--- src/rtl/red_seq_pkg.sv ---
// Shared types and constants for the red_seq nibble-serial reduction unit.
// The result is built from 4-bit partial sums produced by a single shared adder.
package red_seq_pkg;

  localparam int OPERAND_W       = 16;
  localparam int SLICE_W         = 4;
  localparam int RED_SEQ_LATENCY = 8;

  typedef enum logic [3:0] {
    IDLE  = 4'd0,
    AC_LO = 4'd1,
    AC_HI = 4'd2,
    BD_LO = 4'd3,
    BD_HI = 4'd4,
    R_LO  = 4'd5,
    R_HI  = 4'd6,
    R_TOP = 4'd7,
    DONE  = 4'd8
  } state_t;

  // The 10-bit reduction {top, hi, lo} is sign-extended from its bit 9 (top[1]).
  function automatic logic [OPERAND_W-1:0] pack_result(
    input logic [1:0]         top,
    input logic [SLICE_W-1:0] hi,
    input logic [SLICE_W-1:0] lo
  );
    pack_result = {{6{top[1]}}, top, hi, lo};
  endfunction

endpackage

--- src/rtl/adder_4bit.sv ---
// Plain 4-bit adder with carry in and carry out; the only arithmetic in red_seq.
module adder_4bit (
  output logic [3:0] Sum,
  input  logic [3:0] A,
  input  logic [3:0] B,
  input  logic       Cin,
  output logic       Cout
);

  // Widen to 5 bits so the carry lands in the top bit.
  always_comb begin
    {Cout, Sum} = {1'b0, A} + {1'b0, B} + {4'b0000, Cin};
  end

endmodule

--- src/rtl/red_seq.sv ---
// Sequential 16-bit reduction: Sum = sext10((In1[15:8]+In2[15:8]) + (In1[7:0]+In2[7:0])),
// computed one nibble per cycle through a single time-shared 4-bit adder.
module red_seq
  import red_seq_pkg::*;
(
  input  logic        clk,
  input  logic        rst_n,
  input  logic        start,
  input  logic [15:0] In1,
  input  logic [15:0] In2,
  output logic [15:0] Sum,
  output logic        busy,
  output logic        done
);

  state_t      state;
  logic [15:0] op1;
  logic [15:0] op2;
  logic [3:0]  ac_lo;
  logic [3:0]  ac_hi;
  logic [3:0]  bd_lo;
  logic [3:0]  bd_hi;
  logic [3:0]  r_lo;
  logic [3:0]  r_hi;
  logic        ac_c;
  logic        bd_c;
  logic        carry;

  logic [3:0]  add_a;
  logic [3:0]  add_b;
  logic        add_cin;
  logic [3:0]  add_sum;
  logic        add_cout;

  adder_4bit u_add (
    .Sum  (add_sum),
    .A    (add_a),
    .B    (add_b),
    .Cin  (add_cin),
    .Cout (add_cout)
  );

  // Steer the shared adder's operands from the current state.
  always_comb begin
    add_a   = 4'h0;
    add_b   = 4'h0;
    add_cin = 1'b0;
    case (state)
      AC_LO: begin
        add_a   = op1[11:8];
        add_b   = op2[11:8];
        add_cin = 1'b0;
      end
      AC_HI: begin
        add_a   = op1[15:12];
        add_b   = op2[15:12];
        add_cin = carry;
      end
      BD_LO: begin
        add_a   = op1[3:0];
        add_b   = op2[3:0];
        add_cin = 1'b0;
      end
      BD_HI: begin
        add_a   = op1[7:4];
        add_b   = op2[7:4];
        add_cin = carry;
      end
      R_LO: begin
        add_a   = ac_lo;
        add_b   = bd_lo;
        add_cin = 1'b0;
      end
      R_HI: begin
        add_a   = ac_hi;
        add_b   = bd_hi;
        add_cin = carry;
      end
      R_TOP: begin
        add_a   = {3'b000, ac_c};
        add_b   = {3'b000, bd_c};
        add_cin = carry;
      end
      default: begin
        add_a   = 4'h0;
        add_b   = 4'h0;
        add_cin = 1'b0;
      end
    endcase
  end

  // Sequencer and all datapath storage; busy/done are registered alongside the state.
  always_ff @(posedge clk or negedge rst_n) begin
    if (!rst_n) begin
      state <= IDLE;
      op1   <= 16'h0000;
      op2   <= 16'h0000;
      ac_lo <= 4'h0;
      ac_hi <= 4'h0;
      bd_lo <= 4'h0;
      bd_hi <= 4'h0;
      r_lo  <= 4'h0;
      r_hi  <= 4'h0;
      ac_c  <= 1'b0;
      bd_c  <= 1'b0;
      carry <= 1'b0;
      Sum   <= 16'h0000;
      busy  <= 1'b0;
      done  <= 1'b0;
    end else begin
      case (state)
        IDLE: begin
          if (start) begin
            op1   <= In1;
            op2   <= In2;
            busy  <= 1'b1;
            state <= AC_LO;
          end
        end
        AC_LO: begin
          ac_lo <= add_sum;
          carry <= add_cout;
          state <= AC_HI;
        end
        AC_HI: begin
          ac_hi <= add_sum;
          ac_c  <= add_cout;
          state <= BD_LO;
        end
        BD_LO: begin
          bd_lo <= add_sum;
          carry <= add_cout;
          state <= BD_HI;
        end
        BD_HI: begin
          bd_hi <= add_sum;
          bd_c  <= add_cout;
          state <= R_LO;
        end
        R_LO: begin
          r_lo  <= add_sum;
          carry <= add_cout;
          state <= R_HI;
        end
        R_HI: begin
          r_hi  <= add_sum;
          carry <= add_cout;
          state <= R_TOP;
        end
        R_TOP: begin
          // Top sum is at most 3, so only two bits matter and the carry out is dropped.
          Sum   <= pack_result(add_sum[1:0], r_hi, r_lo);
          done  <= 1'b1;
          state <= DONE;
        end
        DONE: begin
          done  <= 1'b0;
          busy  <= 1'b0;
          state <= IDLE;
        end
        default: begin
          busy  <= 1'b0;
          done  <= 1'b0;
          state <= IDLE;
        end
      endcase
    end
  end

endmodule
--- config.mk ---
export PLATFORM = sky130hd
export DESIGN_NAME = red_seq
export DESIGN_NICKNAME = d
export VERILOG_FILES = /design/src/rtl/red_seq_pkg.sv /design/src/rtl/adder_4bit.sv /design/src/rtl/red_seq.sv
export SDC_FILE = /design/constraint.sdc
export NUM_CORES = 1
export LEC_CHECK = 0
export BUFFER_PORTS_ARGS = -buffer_cell sky130_fd_sc_hd__buf_2
export CELL_PAD_IN_SITES_DETAIL_PLACEMENT = 2
export CELL_PAD_IN_SITES_GLOBAL_PLACEMENT = 2
export CORE_ASPECT_RATIO = 1.25
export CORE_MARGIN = 4
export CORE_UTILIZATION = 37
export CTS_CLUSTER_DIAMETER = 200
export DETAILED_ROUTE_END_ITERATION = 8
export PLACE_DENSITY = 0.83
export SLEW_MARGIN = 25
export SYNTH_ARGS = -nofsm -noshare
export SYNTH_HDL_FRONTEND = slang
export SYNTH_SLANG_ARGS = --single-unit
--- constraint.sdc ---
create_clock -name clk -period 3.6 [get_ports clk]
set_input_delay 0.18 -clock clk [delete_from_list [all_inputs] [get_ports clk]]
set_output_delay 0.18 -clock clk [all_outputs]
set_load 0.05 [all_outputs]
; ---- Word-level counts from Yosys, hierarchy flattened
; Index checks and enable logic that the tools add are counted.
[totals]
wordCells = 41
regBits = 75
output_inout_bits = 18
inputBits = 35
[classes]
n_reduce_logical = 7
mux = 8
bitwise = 1
add_sub_neg = 2
eq_ne = 8
[ops]
columns = operator, count
row1 = case mux 4 bit (7 select lines), 2
row2 = case mux 4 bit (8 select lines), 1
row3 = == test 4 x 3 -> 1 bit (second input constant), 4
row4 = OR reduction 7 bit, 2
row5 = == test 4 x 2 -> 1 bit (second input constant), 2
row6 = OR reduction 4 bit, 2
row7 = adder 4 x 4 -> 5 bit, 1
row8 = adder 5 x 1 -> 5 bit, 1
row9 = == test 4 x 1 -> 1 bit (second input constant), 1
row10 = zero test 4 bit, 1
row11 = two-way mux 4 bit, 1
row12 = case mux 1 bit (2 select lines), 2
row13 = AND reduction 2 bit, 2
row14 = two-way mux 1 bit, 2
row15 = != test 2 bit (second input constant), 1
row16 = inverter 1 bit, 1

; ---- Logic depth before layout (Yosys ltp)
[depth]
word_depth = 4
depth_mapped = 13
mapped_depth_nobuf = 11

; ---- Modules after synthesis
; Synthesis repeated with hierarchy kept, for this count alone.
[unflattened]
hier_cells = 259
hier_area_um2 = 3555.9
[modules_own_cells]
columns = module, cells_per_inst, area_each_um2, seq_area_each_um2, instances
row1 = red_seq, 243, 3412.0, 1876.8, 1
row2 = adder_4bit, 16, 143.9, 0.0, 1

; ---- Worst setup path before layout
; No wires, ideal clock.
[synth_path]
kind = register -> register
start = register state[2]
end = register carry
path_stages_with_launch = 13
n_path_buf = 2
setup_time_ns = 0.133
t_arrival_ns = 2.337
path_slack_ns = 1.129
t_required_ns = 3.467
synth_period_minus_slack_ns = 2.471
path_cell_list = dfrtp_1 > buf_6 > buf_2 > mux2_2 > nand3_1 > o211ai_1 > fa_1 > inv_1 > fa_1 > inv_1 > a21o_1 > a21oi_1 > o31ai_1
[synth_via]
elab_chain_len = 4
elab_cells_between_ends = 14
classes_between = add/sub: 2 / eq/ne: 7 / mux: 3 / reduce/logical: 2
[synth_rtl]
columns = element, line_no
row1 = start: declaration, red_seq.sv:16  ; state_t state;
row2 = start signal: assignment, red_seq.sv:95  ; state <= IDLE;
row3 = start signal: assignment, red_seq.sv:117  ; state <= AC_LO;
row4 = start signal: assignment, red_seq.sv:123  ; state <= AC_HI;
row5 = "== test 4 x 3 -> 1 bit, or another cell as far along", red_seq.sv:48  ; case (state)
row6 = case mux 4 bit (7 select lines) or OR reduction 4 bit (tied branches), --
row7 = adder 4 x 4 -> 5 bit or two-way mux 1 bit (tied branches), "adder_4bit.sv:12, red_seq.sv:48"
row8 = adder 5 x 1 -> 5 bit, adder_4bit.sv:12  ; {Cout, Sum} = {1'b0, A} + {1'b0, B} + {4'b0000, Cin};
row9 = end signal: assignment, red_seq.sv:122  ; carry <= add_cout;
row10 = end signal: assignment, red_seq.sv:132  ; carry <= add_cout;
row11 = end signal: assignment, red_seq.sv:142  ; carry <= add_cout;
row12 = end: declaration, red_seq.sv:27  ; logic carry;
; Several ways; a longest one is shown, not always the timed one.
; A chain may end at the register's enable or synchronous reset.

; ---- Worst setup path in the final report
[layout_path]
start = register state[2]
end = register bd_lo[2]
[layout_via]
elab_chain_len = 4
elab_cells_between_ends = 13
classes_between = add/sub: 2 / eq/ne: 7 / mux: 3 / reduce/logical: 1
[layout_rtl]
columns = element, line_no
row1 = "== test 4 x 3 -> 1 bit, or another cell as far along", red_seq.sv:48
row2 = case mux 4 bit (7 select lines) or OR reduction 4 bit (tied branches), --
row3 = adder 4 x 4 -> 5 bit or two-way mux 1 bit (tied branches), "adder_4bit.sv:12, red_seq.sv:48"
row4 = adder 5 x 1 -> 5 bit, adder_4bit.sv:12
row5 = end signal: assignment, red_seq.sv:131  ; bd_lo <= add_sum;
row6 = end: declaration, red_seq.sv:21  ; logic [3:0] bd_lo;
; Several ways; a longest one is shown, not always the timed one.

==> implementation parameters <==
Parameter                              Value

Status
  Run status ... finished with violations
  Failing checks ... hold timing

Job
  # Max-Cap Violations ... 0

Yosys
  Syn Nets ... 337
  Area fraction of the dominant cell type after synthesis ... 0.539
  Per-instance average area after synthesis ... around 12 µm²
  Post-synth design cell area ... about 3500 µm²
  Unique cell type count in the Yosys netlist ... 39
  Top FF cell, synth ... dfrtp_1
  Post-synthesis async set-or-reset flop share ... 1.00
  Sequential area share after synthesis ... 0.539
  Post-synthesis sequential element count ... 75
  Number of warnings issued by yosys ... 0
  Post-synthesis cell count ... a little under 300
  Top area cells in the synthesized netlist ... dfrtp_1 54%, mux2_2 13%, nand2_1 4.7%
  Dominant cell type by area after synthesis ... dfrtp_1
  Number of enable flip-flop cells after synthesis ... 0

Route
  Iteration-0 DRC Markers ... roughly 170
  Post-route ant nets ... 0
  Routed WL ... a little under 10 mm
  Via count of the routed design ... between 2000 and 3000
  Vias/cell ... 5.36
  Routed wirelength normalized by instance count ... 20.5 µm
  Length of the first detailed-routing pass in iterations ... 4
  Final routed DRC violation total ... 0

Floorplan
  Initial Utilization ... 0.379
  Die Footprint ... roughly 11000 µm²
  Vert. Die Dim ... 116 µm
  Core Rows ... 39
  Total core area ... between 9000 and 10000 µm²
  Number of primary I/O pins ... between 50 and 60
  Overall die width ... between 90 and 100 µm

CTS
  # resized after CTS ... 0
  Clock sink count ... 75
  Source-to-sink clock delay at the later pin of the worst-skew pair ... roughly 0.34 ns
  Post-CTS setup repair buffer count ... 0
  Clock tree root buffer cell ... clkbuf_16
  Clock transition at the register clock pins on the worst setup and hold paths after CTS ... about 0.060 ns
  Clock H-tree levels ... 3
  Number of buffers added by the clock tree synthesis step ... 9
  CTS tree ... built
  Maximum number of buffers from clock root to sink ... 2
  Hold_buf cts ... 0

Power
  Total power density per cell area ... between 1000 and 1500 nW/µm²
  Peak supply drop ... between 0.3 and 0.4 mV
  Post-layout power ... 0.00458 W
  Leakage dissipation ... 1.93 nW

STA
  Upper clock frequency limit ... around 320 MHz
  Final hold slack ... -0.0455 ns
  Unrepaired setup endpoints after global routing ... false
  Max-slew violation total from the final report ... 0
  Slew HR ... 0.418
  Setup TNS ... 0 ns
  Final WS setup ... around 0.45 ns
  Count of final setup violators ... 0
  Clock skew ... between 0.009 and 0.01 ns
  Final critical-path required period ... about 3.1 ns
  Tightest Pin Transition ... 0.872 ns
  Final Hold Fails ... 75
  Final clock period utilization by the worst path ... 0.875

Worst setup path
  Crit-path leading delay family ... simple AND/OR/NAND/NOR gates
  Crit path max fanout ... 11
  End point of the critical path ... bd_lo[2]
  Launching instance or port of the critical path ... state[2]
  Path depth of the worst reg2reg path ... 9
  Worst path slowest cell ... dfrtp_1
  Crit path kind ... reg -> reg
  Arr. time, crit path ... around 3.4 ns
  Category of the worst setup path launch point ... flip-flop
  Element type at the critical path end ... flip-flop
  Worst path most repeated cell ... fa_1
  Worst endpoint required time ... between 3 and 4 ns
  Number of cells on the critical path ... 9
  Worst stage delay on the critical path ... about 0.67 ns
  Slack of the worst reg-to-reg path ... 0.45 ns
  Buf+Inv Stages, Crit Path ... 1
  Cell chain of the critical path ... nor2b_4 -> a22oi_1 -> or3_1 -> o211ai_1 -> fa_1 -> inv_1 -> fa_1 -> xor2_1 -> o21ai_0
  Critical R2R Launch ... state[2]
  Endpoint of the lowest-slack register-to-register path ... bd_lo[2]

Global routing
  Antenna violations before repair ... 0
  Sum of overflow across all layers after global routing ... 0
  Overall fraction of global-route tracks in use ... 0.192
  Via count of the first global-routing pass ... around 2900
  Pin count of the biggest net entering global routing ... 76
  Global-route wire length before repair ... approximately 15 mm

Finish
  Number of fill cells ... between 1000 and 1500
  Net count, final ... 388
  Share of cells above drive strength 1 ... 0.351
  Number of diodes ... 0
  Final Instance Area ... a little over 4000 µm²
  Growth of design area from synthesis to finish ... 17.1%

Place
  Final GP Congestion ... about 0.8
  Post-Place Setup Slack ... between 0.4 and 0.5 ns
  Placed instance area ... 3800 µm²
  Post-DP HPWL ... roughly 7 mm
  Port Buf Inserts ... 52

Hold path
  Hold WC Path Type ... in -> async
flip-flops by register name, indices dropped and copies added, names as in the netlist:
| signal | cells |
|---|---|
| bd_hi | 4 |
| r_hi | 4 |
| bd_lo | 4 |
| op1 | 16 |
| r_lo | 4 |
| Sum | 10 |
| busy | 1 |
| bd_c | 1 |
| ac_c | 1 |
| carry | 1 |
| op2 | 16 |
| ac_hi | 4 |
| done | 1 |
| state | 4 |
| ac_lo | 4 |
power by group:
group | switching [W] | internal, W
clock network | 0.000350 | 0.000484
logic | 0.00137 | 0.000820
registers | 0.000313 | 0.00124
cell families (layout without fill, tap and decap cells):
logic type / after synthesis / after routing / synth area share
buffers and inverters: 26 / 82 / 0.0511
adders and majority gates: 5 / 5 / 0.0223
muxes: 49 / 49 / 0.160
DFF: 75 / 75 / 0.539
AOI/OAI and AO/OA: 59 / 59 / 0.109
xor gates and xnor gates: 4 / 4 / 0.0101
and+or+nand+nor: 79 / 79 / 0.108
synth_stat cells, drive strengths merged, types with 3 or more instances:
library cell / count
nor2b: 3
inv: 6
nor3: 10
o21ai: 28
buf: 18
nand2: 44
dfrtp: 75
ha: 3
nand2b: 4
xor2: 4
a221oi: 4
nor2: 9
mux2: 44
nand3: 4
a21oi: 4
mux2i: 5
a22oi: 7
a32oi: 3
routing by layer:
layer,up-vias,track usage,wire length [µm]
li1,1149,-,-
met1,1304,0.216,3910
met2,69,0.335,5080
met3,29,0.0296,339
met4,0,0.125,421
met5,-,0,0
worst min-delay path by stage:
stage	start	endpoint	slack, ns	cells after the start
3_3_place_gp	In2[3]	op2[3]	0.41	2
5_1_grt	rst_n	op1[13]	0.03	2
3_5_place_dp	In2[13]	op2[13]	0.42	2
2_1_floorplan	rst_n	Sum[0]	-0.12	0
4_1_cts	In2[3]	op2[3]	0.06	2
6_report	rst_n	op1[14]	-0.05	2
through the flow:
step | utilization | std cells
after global placement | 0.414 | 460
after floorplan | - | 297
after global routing | 0.444 | 476
after CTS | 0.444 | 476
after detailed placement | 0.414 | 460
final | 0.444 | 476
layout by cell type (no fill, tap or decap), types with 4 or more instances in the layout:
master | netlist | layout
dfrtp_1 | 75 | 75
buf_2 | 4 | 52
nand2_1 | 44 | 44
mux2_2 | 41 | 41
o21ai_0 | 28 | 28
nor3_1 | 9 | 9
clkbuf_16 | 0 | 9
a22oi_1 | 7 | 7
nor2_1 | 7 | 7
buf_4 | 8 | 7
inv_1 | 6 | 6
mux2i_1 | 5 | 5
nand2b_1 | 4 | 4
a221oi_1 | 4 | 4
a21oi_1 | 4 | 4
xor2_1 | 4 | 4
cell type report:
cell class | instances | area [µm²] | share of cell area
Multi-Input combinational cell | 196 | 1430 | 0.350
Clock inverter | 4 | 26.3 | 0.00645
Timing Repair Buffer | 60 | 324 | 0.0795
Inverter | 6 | 22.5 | 0.00553
Tap cell | 123 | 154 | 0.0378
Clock buffer | 12 | 246 | 0.0605
Sequential cell | 75 | 1880 | 0.461
No activity file was read; power rests on OpenSTA's default activity.
